[src/rtl/ifetch_mem_responder_pkg.sv]
// Shared types and constants for the instruction-fetch memory responder and the
// instruction cache that issues its miss requests.
package ifetch_mem_responder_pkg;

    typedef enum logic {
        IDLE = 1'b0,
        READ = 1'b1
    } state_e;

    localparam int BYTES_PER_WORD = 4;
    localparam int CNT_W          = 3;

    // An odd fetch address is the cache's "no address" marker, not a real request.
    function automatic logic addr_is_invalid(input logic [31:0] addr);
        return (addr & 32'h1) != 32'h0;
    endfunction

endpackage

[src/rtl/ifetch_mem_responder_req_slot.sv]
// Single-entry request holding register. A write overrides a pop in the same
// cycle, so the newest request always survives a slot hand-off.
module ifetch_req_slot (
    input  logic        clk,
    input  logic        rst_n,
    input  logic        wr_i,
    input  logic [31:0] wr_addr_i,
    input  logic        pop_i,
    input  logic        clr_i,
    output logic        valid_o,
    output logic [31:0] addr_o
);

    logic        valid_q;
    logic [31:0] addr_q;

    always_ff @(posedge clk or negedge rst_n) begin
        if (!rst_n) begin
            valid_q <= 1'b0;
            addr_q  <= '0;
        end else if (clr_i) begin
            valid_q <= 1'b0;
        end else if (wr_i) begin
            valid_q <= 1'b1;
            addr_q  <= wr_addr_i;
        end else if (pop_i) begin
            valid_q <= 1'b0;
        end
    end

    assign valid_o = valid_q;
    assign addr_o  = addr_q;

endmodule

[src/rtl/ifetch_mem_responder.sv]
// Fetches four consecutive bytes from a byte-wide synchronous RAM and returns them
// as a little-endian instruction word, with one queued request and flush support.
module ifetch_mem_responder
    import ifetch_mem_responder_pkg::*;
#(
    parameter int ADDR_W = 17
) (
    input  logic              clk,
    input  logic              rst_n,
    input  logic              req_valid,
    input  logic [31:0]       req_addr,
    input  logic              flush,
    input  logic [7:0]        mem_din,
    output logic [ADDR_W-1:0] mem_a,
    output logic              resp_valid,
    output logic [31:0]       resp_instr,
    output logic [31:0]       resp_addr,
    output logic              busy
);

    localparam logic [CNT_W-1:0] LAST_CNT = CNT_W'(BYTES_PER_WORD);
    localparam logic [CNT_W-1:0] LAST_ADV = CNT_W'(BYTES_PER_WORD - 1);

    state_e            state_q;
    logic [CNT_W-1:0]  cnt_q;
    logic [31:0]       base_q;
    logic [ADDR_W-1:0] mem_a_q;
    logic              resp_valid_q;
    logic [31:0]       resp_instr_q;
    logic [31:0]       resp_addr_q;

    logic              req_ok;
    logic              done;
    logic              start_en;
    logic [31:0]       start_addr;
    logic              slot_valid;
    logic [31:0]       slot_addr;
    logic              slot_wr;
    logic              slot_pop;

    // A completing read hands over to the slot first; a fresh request only starts
    // directly when nothing is queued, otherwise it lands in (or overwrites) the slot.
    always_comb begin
        req_ok     = req_valid && !addr_is_invalid(req_addr);
        done       = (state_q == READ) && (cnt_q == LAST_CNT);
        slot_pop   = !flush && done && slot_valid;
        start_en   = slot_pop
                   || (req_ok && (flush || (state_q == IDLE) || (done && !slot_valid)));
        start_addr = slot_pop ? slot_addr : req_addr;
        slot_wr    = req_ok && !flush && (state_q == READ) && !(done && !slot_valid);
    end

    ifetch_req_slot u_slot (
        .clk       (clk),
        .rst_n     (rst_n),
        .wr_i      (slot_wr),
        .wr_addr_i (req_addr),
        .pop_i     (slot_pop),
        .clr_i     (flush),
        .valid_o   (slot_valid),
        .addr_o    (slot_addr)
    );

    // Byte k arrives two edges after mem_a was set to base+k; the top byte is taken
    // straight from mem_din on the completing edge.
    for (genvar gi = 0; gi < BYTES_PER_WORD - 1; gi++) begin : g_byte
        logic [7:0] b_q;
        always_ff @(posedge clk or negedge rst_n) begin
            if (!rst_n) begin
                b_q <= '0;
            end else if ((state_q == READ) && !flush && (cnt_q == CNT_W'(gi + 1))) begin
                b_q <= mem_din;
            end
        end
    end

    always_ff @(posedge clk or negedge rst_n) begin
        if (!rst_n) begin
            state_q      <= IDLE;
            cnt_q        <= '0;
            base_q       <= '0;
            mem_a_q      <= '0;
            resp_valid_q <= 1'b0;
            resp_instr_q <= '0;
            resp_addr_q  <= '0;
        end else begin
            resp_valid_q <= 1'b0;
            if (done && !flush) begin
                resp_valid_q <= 1'b1;
                resp_instr_q <= {mem_din, g_byte[2].b_q, g_byte[1].b_q, g_byte[0].b_q};
                resp_addr_q  <= base_q;
            end
            if (start_en) begin
                state_q <= READ;
                base_q  <= start_addr;
                mem_a_q <= start_addr[ADDR_W-1:0];
                cnt_q   <= '0;
            end else if (flush || done) begin
                state_q <= IDLE;
                cnt_q   <= '0;
            end else if (state_q == READ) begin
                cnt_q <= cnt_q + CNT_W'(1);
                if (cnt_q < LAST_ADV) begin
                    mem_a_q <= base_q[ADDR_W-1:0] + ADDR_W'(cnt_q) + ADDR_W'(1);
                end
            end
        end
    end

    assign mem_a      = mem_a_q;
    assign resp_valid = resp_valid_q;
    assign resp_instr = resp_instr_q;
    assign resp_addr  = resp_addr_q;
    assign busy       = (state_q != IDLE) || slot_valid;

endmodule

[config.mk]
export PLATFORM = sky130hd
export DESIGN_NAME = ifetch_mem_responder
export DESIGN_NICKNAME = d
export VERILOG_FILES = /design/src/rtl/ifetch_mem_responder_pkg.sv /design/src/rtl/ifetch_mem_responder_req_slot.sv /design/src/rtl/ifetch_mem_responder.sv
export SDC_FILE = /design/constraint.sdc
export NUM_CORES = 1
export LEC_CHECK = 0
export CAP_MARGIN = 20
export CORE_ASPECT_RATIO = 2
export CORE_UTILIZATION = 40
export CTS_CLUSTER_SIZE = 24
export DETAILED_ROUTE_END_ITERATION = 8
export PLACE_DENSITY = 0.72
export SETUP_SLACK_MARGIN = 0.5
export SLEW_MARGIN = 25
export SYNTH_ARGS = -nofsm -noshare
export SYNTH_HDL_FRONTEND = slang
export SYNTH_SLANG_ARGS = --single-unit
[constraint.sdc]
create_clock -name clk -period 2.65 [get_ports clk]
set_input_delay 0.53 -clock clk [delete_from_list [all_inputs] [get_ports clk]]
set_output_delay 0.53 -clock clk [all_outputs]
set_load 0.005 [all_outputs]
==> results of run 1 <==
stage by stage:
stage / setup WS, ns / instance area [um2] / cells / hold slack [ns] / util, %
5_1_grt: 0.483 / 9710 / 955 / 0.110 / 54.3
3_5_place_dp: 0.131 / 8970 / 911 / 0.467 / 50.2
3_3_place_gp: 0.144 / 8970 / 911 / 0.462 / 50.2
2_1_floorplan: 0.631 / 7380 / 587 / 0.234 / -
6_report: 0.569 / 9710 / 955 / 0.0676 / 54.3
4_1_cts: 0.411 / 9590 / 946 / 0.0849 / 53.7
per-layer routing:
layer	up-vias	global-route usage, %
met3	34	3.50
met2	124	36.2
li1	2345	-
met5	-	0
met4	0	11.2
met1	2568	19.6
repair_timing:
action,CTS,global route
setup endpoints to repair,40,92
pin swaps,1,5
gates resized for setup,8,13
gates cloned,0,1
setup buffers,3,5
flip-flops by register name, indices dropped and copies added, names as in the netlist, 3 cells and up:
| signal | count |
|---|---|
| cnt_q | 3 |
| u_slot.addr_o | 32 |
| g_byte.b_q | 24 |
| resp_addr | 32 |
| resp_instr | 32 |
| mem_a | 17 |
| base_q | 32 |
worst max path at each step:
stage / slack [ns] / endpoint
2_1_floorplan: 0.63 / mem_a[12]
3_3_place_gp: 0.14 / mem_a[12]
3_5_place_dp: 0.13 / base_q[18]
4_1_cts: 0.41 / base_q[29]
5_1_grt: 0.48 / u_slot.addr_o[31]
6_report: 0.57 / g_byte[1].b_q[6]
Yosys cell counts:
cell / n / area share [%]
and2b_1: 1 / 0.10
and2_1: 5 / 0.42
a32oi_1: 1 / 0.12
inv_1: 6 / 0.31
o21a_1: 1 / 0.10
mux2i_1: 15 / 2.0
and3_1: 5 / 0.42
nand2_1: 64 / 3.3
dfrtp_1: 175 / 59
nand2b_1: 3 / 0.25
nor2_1: 36 / 1.8
buf_4: 1 / 0.10
clkbuf_1: 8 / 0.41
buf_2: 23 / 1.6
nor3_1: 3 / 0.20
o221ai_1: 1 / 0.12
a211oi_1: 1 / 0.10
a31oi_1: 19 / 1.6
ha_1: 8 / 1.4
a21o_1: 3 / 0.31
nor3b_2: 1 / 0.17
buf_1: 1 / 0.051
a31o_2: 1 / 0.12
xor2_1: 7 / 0.83
o311ai_0: 1 / 0.12
nand4_1: 6 / 0.51
a21oi_1: 15 / 1.0
o211ai_1: 4 / 0.41
a311o_1: 1 / 0.14
nor2b_1: 2 / 0.17
or2_2: 2 / 0.17
a21oi_2: 1 / 0.12
xnor2_1: 4 / 0.47
mux2_2: 120 / 18
o32a_1: 1 / 0.14
nand3_1: 9 / 0.61
o21ai_0: 20 / 1.4
and4_1: 1 / 0.12
nand3b_1: 1 / 0.10
and4b_1: 1 / 0.14
o22ai_1: 7 / 0.59
fa_1: 1 / 0.27
nor4_1: 1 / 0.085
worst max-delay path, cell delays in order:
cell	delay (ns)
clkdlybuf4s50_1	0.46
buf_4	0.18
nor3b_2	0.35
and2_1	0.48
mux2_2	0.39
final cells by class:
| cell class | instances | area share (%) |
|---|---|---|
| multi-input combinational | 373 | 29.7 |
| timing repair buffer | 153 | 16.2 |
| clock inverter | 14 | 1.35 |
| inverter | 6 | 0.232 |
| sequential | 175 | 45.2 |
| tap | 213 | 2.75 |
| clock buffer | 18 | 4.52 |
| antenna | 3 | 0.0773 |
cell usage in the layout (no fill, tap or decap), types with 6 or more instances in the layout:
master,netlist,routed
clkdlybuf4s50_1,0,124
nor2_1,36,35
nand3_1,9,9
o22ai_1,7,7
inv_6,0,6
o21ai_0,20,20
nand2_1,64,63
a31oi_1,19,19
buf_4,1,19
mux2i_1,15,15
mux2_2,120,120
a21oi_1,15,11
clkbuf_16,0,18
nand4_1,6,6
dfrtp_1,175,171
ha_1,8,7
xor2_1,7,7
cell families (layout without fill, tap and decap cells):
logic type	Yosys count	after routing	share of synthesized area, %
flops	175	175	59.4
simple gates	141	141	8.57
mux	135	135	20.4
compound gates	77	77	6.36
buf+inv	39	191	2.43
xor+xnor	11	11	1.31
fa+ha+maj	9	9	1.63
other cells	0	3	0
where the power goes:
group | internal (mW) | switching [mW] | total (mW)
logic | 0.554 | 0.396 | 0.951
registers | 3.06 | 0.283 | 3.35
clock network | 1.34 | 1.09 | 2.43
total | 4.95 | 1.77 | 6.73
==> results_dict.tcl, run 1 <==
set metrics [dict create \
    clk_path_buf_depth 2 \
    track_usage_pct 19.3 \
    syn_to_final_growth_pct 31.6 \
    hold_violations 0 \
    top_layer "met4" \
    syn_nets 640 \
    port_buffers 126 \
    slew_headroom_pct 61.4 \
    p_leak_nw 4.49 \
    first_global_vias 5437 \
    ys_ff_latch 175 \
    wl_met1_mm 6.56 \
    tns_ns 0 \
    reg2reg_depth 7 \
    firstDrtPassIters 6 \
    cts_buffers 17 \
    insertion_delay_ns 0.43 \
    drt_iter0_drc 225 \
    dieWidth_um 98.0 \
    cts-root-buf "clkbuf_16" \
    crit_path_start "flush" \
    fin_crit_sh_pct 78.5 \
    critical_path_arrival_ns 2.39 \
    violations "DRC" \
    dp_hpwl_mm 12.5 \
    synth-seq-area-share_pct 59.4 \
    io-pin-count 127 \
    multiInputGateArea_um2 2890 \
    nets 779 \
    worstPathRequired_ns 2.96 \
    tightest_slew_ns 0.580 \
    r2r-end "u_slot.addr_o[3]" \
    min_period_ns 2.08 \
    fillers 1518 \
    fin_skew_ns 0.0108 \
    end_kind "flip-flop" \
    start_util_pct 41.3 \
    syn_inst 587 \
    detail-route-antenna-nets 0 \
    antenna_found_initial 3 \
    layout-drive-gt1-share_pct 27.3 \
    overflow 0 \
    ys.warnings.count 0 \
    cts_max_level 4 \
    cts_hold_repair.buffers 0 \
    crit_type "primary input to flip-flop" \
    cts_sinks 175 \
    netlist_area_um2 7380 \
    wl_met3_um 567 \
    wl_met2_mm 10.1 \
    max_freq_mhz 480 \
    die-height_um 194 \
    ys_types 43 \
    outcome "finished, violations left" \
    core_area_um2 17900 \
    place.gp.congestion 0.862 \
    post_drt_wl_per_cell_um 18.8 \
    setup-violations-final 0 \
    rsz0062_at_grt "yes" \
    drt-total-wl_mm 17.9 \
    path_max_fanout 8 \
    cap_violations 0 \
    std_cell_rows 69 \
    worstHoldPathType "primary input to async pin" \
    drc 10 \
    avgSynthCellArea_um2 12.6 \
    clk_pin_slew_worst_paths_ns 0.06 \
    crit_path_start_kind "primary input" \
    p_per_area_nw_per_um2 693 \
    ff_latch_area_um2 4380 \
    vdd_ir_drop_max_mv 0.286 \
    r2r-start "cnt_q[1]" \
    power.total_mw 6.73 \
    viasPerCell 5.31 \
    maxSlewViolCount 0 \
    reg2reg_slack_ns 0.59 \
    vias 5071 \
    grt_start_max_net_pins 58 \
    cts_tree "yes" \
    dieArea_um2 19000 \
    grt_pass1_wl_mm 28.4 \
]
Note: power is estimated with default switching activity, not from simulation.
==> inputs of run 2 (changes only) <==
==> constraint.sdc (replaced) <==
create_clock -name clk -period 2.16 [get_ports clk]
set_input_delay 0.432 -clock clk [delete_from_list [all_inputs] [get_ports clk]]
set_output_delay 0.432 -clock clk [all_outputs]
set_load 0.005 [all_outputs]
==> results_dict.tcl, run 2 (synthesis gave the netlist of run 1 again) <==
set metrics [dict create \
    outcome "finished, violations left" \
    violations "DRC" \
    place_area_um2 9280 \
    setup-violations-final 0 \
    rsz0062_at_grt "yes" \
    diodes 0 \
    stdcell_count 1028 \
    first_global_vias 5990 \
    cts-root-buf "clkbuf_16" \
    firstDrtPassIters 7 \
    hold_violations 0 \
    io-pin-count 127 \
    core_area_um2 17900 \
    final_area_um2 11600 \
    path_max_fanout 4 \
    wl_met2_mm 12.5 \
    final_cell_mix "dfrtp_1 (171), mux2_4 (105), dlygate4sd2_1 (83), buf_4 (42), clkdlybuf4s50_1 (41)" \
    dieWidth_um 98.0 \
    layout-drive-gt1-share_pct 42.5 \
    drt-total-wl_mm 22.5 \
    syn_to_final_growth_pct 57.8 \
    overflow 0 \
    vdd_ir_drop_max_mv 0.581 \
    p_per_area_nw_per_um2 770 \
    cts_buffers 17 \
    tns_ns 0 \
    start_util_pct 41.3 \
    grt_start_max_net_pins 53 \
    critical_path_arrival_ns 2.33 \
    post-route-util_pct 65.1 \
    end_kind "flip-flop" \
    crit_type "flip-flop to flip-flop" \
    dp_hpwl_mm 12.7 \
    wl_met3_um 859 \
    final_common_cell "dfrtp_1" \
    power.total_mw 8.96 \
    fin_skew_ns 0.00844 \
    maxSlewViolCount 0 \
    grt_pass1_wl_mm 31.5 \
    post_drt_wl_per_cell_um 21.9 \
    cap_violations 0 \
    drc 11 \
    insertion_delay_ns 0.43 \
    cts_max_level 4 \
    clk_pin_slew_worst_paths_ns 0.07 \
    worstPathRequired_ns 2.46 \
    nets 855 \
    vias 5644 \
    cts_tree "yes" \
    dieArea_um2 19000 \
    track_usage_pct 21.5 \
    antenna_found_initial 0 \
    cts_sinks 175 \
    min_period_ns 2.03 \
    crit_path_start_kind "flip-flop" \
    std_cell_rows 69 \
    place.gp.congestion 0.866 \
    clk_path_buf_depth 2 \
    viasPerCell 5.49 \
    fin_crit_sh_pct 94.0 \
    drt_iter0_drc 266 \
    top_layer "met4" \
    p_leak_nw 5.78 \
    port_buffers 126 \
    slew_headroom_pct 65.2 \
    tightest_slew_ns 0.522 \
    worstHoldPathType "flip-flop to flip-flop" \
    wl_met1_mm 8.15 \
    die-height_um 194 \
    dp_cells 938 \
    max_freq_mhz 493 \
    detail-route-antenna-nets 0 \
]
[run 2: through the flow]
stage / setup slack (ns) / hold slack (ns)
6_report: 0.130 / 0.505
5_1_grt: 0.0995 / 0.519
4_1_cts: 0.150 / 0.392
3_5_place_dp: -0.156 / 0.418
3_3_place_gp: -0.0691 / 0.409
2_1_floorplan: 0.319 / 0.136
[run 2: layer usage]
layer,global-route usage [%],up-vias
met3,4.07,77
met4,11.3,0
met1,22.4,2863
li1,-,2504
met5,0,-
met2,39.9,200
[run 2: final timing paths]
| check | startpoint | end | slack (ns) | cells after the start |
|---|---|---|---|---|
| worst max-delay path | base_q[0] | mem_a[12] | 0.13 | 9 |
| worst max register to register | base_q[0] | mem_a[12] | 0.13 | 9 |
| min in group asynchronous | rst_n | resp_valid | 0.51 | 2 |
| worst min register to register | resp_addr[7] | resp_addr[7] | 0.50 | 1 |
| worst min-delay path | resp_addr[7] | resp_addr[7] | 0.50 | 1 |
| max in group asynchronous | rst_n | resp_addr[28] | 1.01 | 3 |
[run 2: report_power, final]
part / switching, mW / total, mW / internal [mW]
Clock: 1.42 / 3.18 / 1.75
Sequential: 0.450 / 4.21 / 3.76
Combinational: 0.637 / 1.58 / 0.938
[run 2: final cells by class]
| cell class | instances | area, um2 |
|---|---|---|
| tap | 213 | 267 |
| clock inverter | 14 | 170 |
| clock buffer | 18 | 429 |
| fill | 1228 | 6230 |
| inverter | 6 | 22.5 |
| multi-input combinational | 373 | 3760 |
| sequential | 175 | 4380 |
| timing repair buffer | 229 | 2600 |
[run 2: critical path, cell delays in order, from the launching register on]
cell	delay (ns)
dfrtp_1	0.42
inv_2	0.10
ha_4	0.15
inv_2	0.04
fa_2	0.38
a21oi_4	0.28
nor3_4	0.08
a31o_2	0.22
a21oi_2	0.14
o22ai_1	0.09
[run 2: repair_timing]
| item | 4_1_cts | 5_1_grt |
|---|---|---|
| gates cloned | 9 | 6 |
| hold buffers | 1 | 0 |
| setup endpoints to repair | 229 | 170 |
| buffers inserted | 24 | 18 |
| pin swaps | 17 | 58 |
| gates resized for setup | 152 | 208 |
| endpoints found under the hold margin | 46 | 0 |
